<file path="config.mk">
export PLATFORM = sky130hd
export DESIGN_NAME = cnu_min_seq
export DESIGN_NICKNAME = d
export VERILOG_FILES = /design/src/rtl/cnu_min_seq.sv
export SDC_FILE = /design/constraint.sdc
export NUM_CORES = 1
export LEC_CHECK = 0
export ABC_AREA = 0
export BUFFER_PORTS_ARGS = -buffer_cell sky130_fd_sc_hd__clkbuf_2
export CAP_MARGIN = 20
export CORE_ASPECT_RATIO = 0.5
export CORE_MARGIN = 2
export CORE_UTILIZATION = 45
export CTS_BUF_LIST = sky130_fd_sc_hd__clkbuf_4 sky130_fd_sc_hd__clkbuf_8
export CTS_CLUSTER_SIZE = 12
export DETAILED_ROUTE_END_ITERATION = 12
export HOLD_SLACK_MARGIN = 0.06
export PLACE_DENSITY_LB_ADDON = 0.05
export SETUP_SLACK_MARGIN = 0.2
export SLEW_MARGIN = 40
export SYNTH_ARGS = -nofsm -noshare
export SYNTH_HDL_FRONTEND = slang
export SYNTH_SLANG_ARGS = --single-unit
</file>
<file path="constraint.sdc">
create_clock -name clk -period 2.1 [get_ports clk]
set_input_delay 0.42 -clock clk [delete_from_list [all_inputs] [get_ports clk]]
set_output_delay 0.42 -clock clk [all_outputs]
set_load 0.02 [all_outputs]
</file>
<file path="src/rtl/cnu_min_seq.sv">
// ----------------------------------------------------------------------------
// cnu_min_seq
// Serial min-sum check-node unit. It accepts one variable-to-check message per
// beat for a row of `deg` messages and reports the two smallest magnitudes,
// the beat position of the smallest, and the XOR of all signs.
//
// Ports
//   clk        : single clock, all state updates on the rising edge
//   rst_n      : synchronous active-low reset
//   start      : begin a row (honoured only in IDLE)
//   deg        : row degree, sampled with start; legal range 2 .. 2**IDX_W
//   in_valid   : message beat valid
//   in_ready   : high while accumulating (state ACC)
//   in_mag     : message magnitude, unsigned
//   in_sgn     : message sign
//   out_valid  : row result valid (state HOLD)
//   out_ready  : consumer accepts the result
//   min1/min2  : smallest / second-smallest magnitude of the row
//   idx        : 0-based beat position of min1 (earliest on ties)
//   sgn_prod   : XOR of all row signs
//   busy       : high whenever the state is not IDLE
//   err        : one-cycle pulse when start carries an illegal degree
// ----------------------------------------------------------------------------
module cnu_min_seq #(
    parameter int DATA_W = 9,
    parameter int IDX_W  = 3
) (
    input  logic              clk,
    input  logic              rst_n,
    input  logic              start,
    input  logic [IDX_W:0]    deg,
    input  logic              in_valid,
    output logic              in_ready,
    input  logic [DATA_W-1:0] in_mag,
    input  logic              in_sgn,
    output logic              out_valid,
    input  logic              out_ready,
    output logic [DATA_W-1:0] min1,
    output logic [DATA_W-1:0] min2,
    output logic [IDX_W-1:0]  idx,
    output logic              sgn_prod,
    output logic              busy,
    output logic              err
);

    typedef enum logic [1:0] {
        ST_IDLE = 2'b00,
        ST_ACC  = 2'b01,
        ST_HOLD = 2'b10
    } state_t;

    localparam logic [IDX_W:0]    DEG_MIN  = (IDX_W+1)'(2);
    localparam logic [IDX_W:0]    DEG_MAX  = {1'b1, {IDX_W{1'b0}}};
    localparam logic [DATA_W-1:0] MAG_ONES = {DATA_W{1'b1}};

    state_t              r_state;
    logic [IDX_W:0]      r_last;     // latched deg-1, the position of the final beat
    logic [IDX_W-1:0]    r_cnt;      // position of the next beat to arrive
    logic [DATA_W-1:0]   r_min1;
    logic [DATA_W-1:0]   r_min2;
    logic [IDX_W-1:0]    r_idx;
    logic                r_sgn;
    logic                r_err;

    logic                w_deg_ok;
    logic [IDX_W:0]      w_deg_m1;
    logic                w_last_beat;

    assign w_deg_ok    = (deg >= DEG_MIN) && (deg <= DEG_MAX);
    assign w_deg_m1    = deg - (IDX_W+1)'(1);
    assign w_last_beat = ({1'b0, r_cnt} == r_last);

    // Row FSM together with the running min1/min2/idx/sign accumulation.
    always_ff @(posedge clk) begin
        if (!rst_n) begin
            r_state <= ST_IDLE;
            r_last  <= '0;
            r_cnt   <= '0;
            r_min1  <= MAG_ONES;
            r_min2  <= MAG_ONES;
            r_idx   <= '0;
            r_sgn   <= 1'b0;
            r_err   <= 1'b0;
        end else begin
            r_err <= 1'b0;
            case (r_state)
                ST_IDLE: begin
                    if (start) begin
                        if (w_deg_ok) begin
                            r_last  <= w_deg_m1;
                            r_cnt   <= '0;
                            r_min1  <= MAG_ONES;
                            r_min2  <= MAG_ONES;
                            r_idx   <= '0;
                            r_sgn   <= 1'b0;
                            r_state <= ST_ACC;
                        end else begin
                            r_err <= 1'b1;
                        end
                    end
                end
                ST_ACC: begin
                    if (in_valid) begin
                        // Strict compares: a tie with min1 only refreshes min2,
                        // so idx keeps the earliest position of the minimum.
                        if (in_mag < r_min1) begin
                            r_min2 <= r_min1;
                            r_min1 <= in_mag;
                            r_idx  <= r_cnt;
                        end else if (in_mag < r_min2) begin
                            r_min2 <= in_mag;
                        end
                        r_sgn <= r_sgn ^ in_sgn;
                        r_cnt <= r_cnt + IDX_W'(1);
                        if (w_last_beat) begin
                            r_state <= ST_HOLD;
                        end
                    end
                end
                ST_HOLD: begin
                    if (out_ready) begin
                        r_state <= ST_IDLE;
                    end
                end
                default: begin
                    r_state <= ST_IDLE;
                end
            endcase
        end
    end

    assign in_ready  = (r_state == ST_ACC);
    assign out_valid = (r_state == ST_HOLD);
    assign busy      = (r_state != ST_IDLE);
    assign min1      = r_min1;
    assign min2      = r_min2;
    assign idx       = r_idx;
    assign sgn_prod  = r_sgn;
    assign err       = r_err;

endmodule

</file>
==> out/qor.tcl <==
set qor(status) {completed}
set qor(synth.net_count) 245
set qor(detailroute.wirelength.met2_um) 2219
set qor(synth-seq-area-share_pct) 34.29
set qor(routedLengthMet1_um) 2489
set qor(report.final.hold_viol_count) 0
set qor(fillerInstances) 309
set qor(critical_path.reg2reg.endpoint) {min2[0]}
set qor(share_of_the_clock_period_used_by_the_worst_path_pct) 97.78
set qor(layout-drive-gt1-share_pct) 48.31
set qor(grt_start_max_net_pins) 24
set qor(synth.most_common_cell) {sky130_fd_sc_hd__dfxtp_1}
set qor(timing.reg2reg.worst_path_depth) 9
set qor(placement_rows) 16
set qor(synthDominantAreaCellType) {sky130_fd_sc_hd__dfxtp_1}
set qor(route.detailed.drc) 0
set qor(cts-hold-fix-buffers) 0
set qor(minimum_hold_slack_ns) 0.4406
set qor(route.vias.total) 1879
set qor(post_syn_instances) 207
set qor(irDropWorstVdd_uv) 293.2
set qor(cts_num_sinks) 32
set qor(synthToLayoutAreaGrowth_pct) 50.84
set qor(critical-path-max-stage-delay_ns) 0.36
set qor(worst_hold_startpoint) {start}
set qor(drv_slew) 0
set qor(synth.top_cells.by_count) {sky130_fd_sc_hd__dfxtp_1, sky130_fd_sc_hd__inv_1, sky130_fd_sc_hd__ha_1, sky130_fd_sc_hd__a21oi_1, sky130_fd_sc_hd__nand2_1}
set qor(synth_enable_flop_cells) 0
set qor(crit_type) {reg -> reg}
set qor(signal_arrival_time_at_the_worst_endpoint_ns) 2.23
set qor(cts_root_buf) {sky130_fd_sc_hd__clkbuf_8}
set qor(die_w_um) 95.12
set qor(synthDominantCellAreaShare_pct) 34.29
set qor(globalRoute.totalOverflow) 0
set qor(drv.max_cap_violation_count) 0
set qor(cell_area_placed_mm2) 0.002537
set qor(routed_wire_length_per_instance_um) 14.40
set qor(critical_path.slowest_cell) {sky130_fd_sc_hd__dfxtp_4}
set qor(timing_worst_slew_pin_value_ns) 0.4895
set qor(syn_avg_cell_area_um2) 9.024
set qor(leakagePower_nw) 1.388
set qor(gp_congestion) 0.8818
set qor(area_inside_the_core_boundary_mm2) 0.003944
set qor(finalSetupViolCount) 0
set qor(first_global_vias) 1789
set qor(critical_path.cell_chain) {inv_4, ha_4, and4_4, nand2_4, o22ai_4, o21ai_4, buf_6, a21o_1, a221o_1}
set qor(tritoncts.num_buffers) 5
set qor(cts_tree) {built}
set qor(p_per_area_mw_per_mm2) 614.0
set qor(grt_antenna_before_repair) 0
set qor(syn_area_mm2) 0.001868
set qor(synth.top_cells.by_area) {sky130_fd_sc_hd__dfxtp_1, sky130_fd_sc_hd__ha_1, sky130_fd_sc_hd__a21oi_1, sky130_fd_sc_hd__a221o_1, sky130_fd_sc_hd__a2bb2oi_1}
set qor(rsz0062_at_grt) {true}
set qor(fin_skew_ns) 0.006557
set qor(met3_wirelength_um) 289
set qor(synth-warning-count) 0
set qor(synth-seq-cells) 32
set qor(antenna_left) 0
set qor(area_of_the_multi_input_gates_mm2) 0.001276
set qor(detail_route.vias_per_cell) 5.369
set qor(slew_headroom_pct) 67.37
set qor(starting_utilization_of_the_core_area_pct) 47.37
set qor(worstReg2RegStart) {min1[8]}
set qor(drt_iter0_markers) 81
set qor(ys.flop_type) {sky130_fd_sc_hd__dfxtp_1}
set qor(timing.critical_path.required_ns) 2.27
set qor(period_needed_ns) 2.053
set qor(capturing_element_type_of_the_critical_path) {flop}
set qor(fin_nets) 333
set qor(final_area_mm2) 0.002818
set qor(grt_first_pass_wirelength_um) 8321
set qor(clkLatencyLatePin_ns) 0.29
set qor(cts_htree_levels) 2
set qor(maximum_operating_frequency_mhz) 487.0
set qor(synth.distinct_cells) 43
set qor(area.sequential_um2) 668.1
set qor(synth-async-reset-ratio_pct) 0
set qor(max-clock-path-buffers) 2
set qor(critical_path.max_fanout) 7
set qor(buffer_ports.inserted) 44
set qor(critPathLaunchType) {flop}
set qor(cts.reportedPaths.clkPinSlew_ns) 0.07
set qor(num_io_pins) 45
set qor(top_layer_used) {met4}
set qor(dr.pass1.iters) 4
set qor(grt.total_usage_pct) 22.83
set qor(ff2ff_setup_slack_ns) 0.05
set qor(hold-path-endpoint) {r_state[0]}
set qor(design.die.area_mm2) 0.004714
set qor(num_antenna_cells) 0
set qor(place_hpwl_um) 3852
set qor(routed_wirelength_um) 5039
set qor(die_h_um) 49.56
set qor(hold-path-cell-count) 3
set qor(hold_path_class) {in -> reg}
layout make-up:
cell class	instances	share of cell area (%)
clock buffers	5	2.442
repair buffers	89	21.27
flip-flops and latches	32	23.71
well taps	54	2.398
clock inverters	3	1.465
inverters	21	3.419
multi-input cells	146	45.29
worst max path at each step:
stage / startpoint / end / slack (ns) / depth (start not counted)
floorplan: deg[0] / sgn_prod / 0.08 / 10
global placement: in_mag[3] / min2[0] / -0.11 / 8
detailed placement: in_mag[2] / min2[1] / -0.17 / 9
CTS: min1[8] / min2[8] / 0.06 / 9
global route: min1[3] / min2[0] / -0.04 / 8
finish: min1[8] / min2[0] / 0.05 / 9
flip-flops by register name, summed over array words and instances, names as in the netlist:
| register | count |
|---|---|
| err | 1 |
| r_last | 4 |
| r_state | 2 |
| min2 | 9 |
| idx | 3 |
| min1 | 9 |
| sgn_prod | 1 |
| r_cnt | 3 |
worst max-delay path: cells and delay by family, from the launching register on:
family	cells	cell delay, ns
compound gates	4	0.81
fa+ha+maj	1	0.26
buf+inv	2	0.19
flops	1	0.36
simple gates	2	0.30
metal layers:
metal  vias to the layer above  track usage, %
met5                         -               0
met4                         0           6.522
met3                         8           7.187
met2                        61           34.39
met1                       876           31.30
li1                        934               -
report_power, final:
group	switching [mW]	leakage (nW)	internal, mW	total [mW]
logic	0.245	1.07	0.216	0.461
registers	0.0290	0.260	0.634	0.663
clock network	0.254	0.0585	0.352	0.606
repair_timing:
item	4_1_cts	5_1_grt
gates cloned	1	0
endpoints found under the setup margin	21	22
pin swaps	11	9
resized for setup	14	16
buffers inserted	2	4
through the flow:
step	std cells	worst slack [ns]	util, %	setup TNS [ns]	power [mW]
floorplan	207	0.07950	-	0	0.9235
global placement	335	-0.1085	64.34	-1.846	1.085
detailed placement	335	-0.1665	64.34	-2.725	1.094
CTS	346	0.06069	69.00	0	1.718
global route	350	-0.03954	71.45	-0.2613	1.821
finish	350	0.04664	71.45	0	1.730
logic make-up (layout without fill, tap and decap cells):
| family | Yosys count | after routing | synth area share [%] |
|---|---|---|---|
| DFF | 32 | 32 | 34.29 |
| AOI/OAI and AO/OA | 74 | 74 | 28.47 |
| adders and majority gates | 19 | 19 | 12.73 |
| xor gates and xnor gates | 6 | 6 | 2.814 |
| buffers and inverters | 30 | 118 | 7.569 |
| and+or+nand+nor | 46 | 47 | 14.13 |
layout by cell type (no fill, tap or decap), drive strengths merged, types with 2 or more instances in the layout:
cell type and n:
inv 22, nor2b 4, a221o 9, o21ai 14, a22o 3, nand3 3
ha 19, and3 2, a2bb2oi 9, nor3 3, or2 2, nor2 6
nor3b 2, nand2 15, xor2 3, a21oi 18, nor4 2, nand4 2
clkbuf 48, dfxtp 32, a21o 9, a21boi 3, xnor2 3, buf 46
nand2b 3, o211a 3
Note: power is estimated with default switching activity, not from simulation.
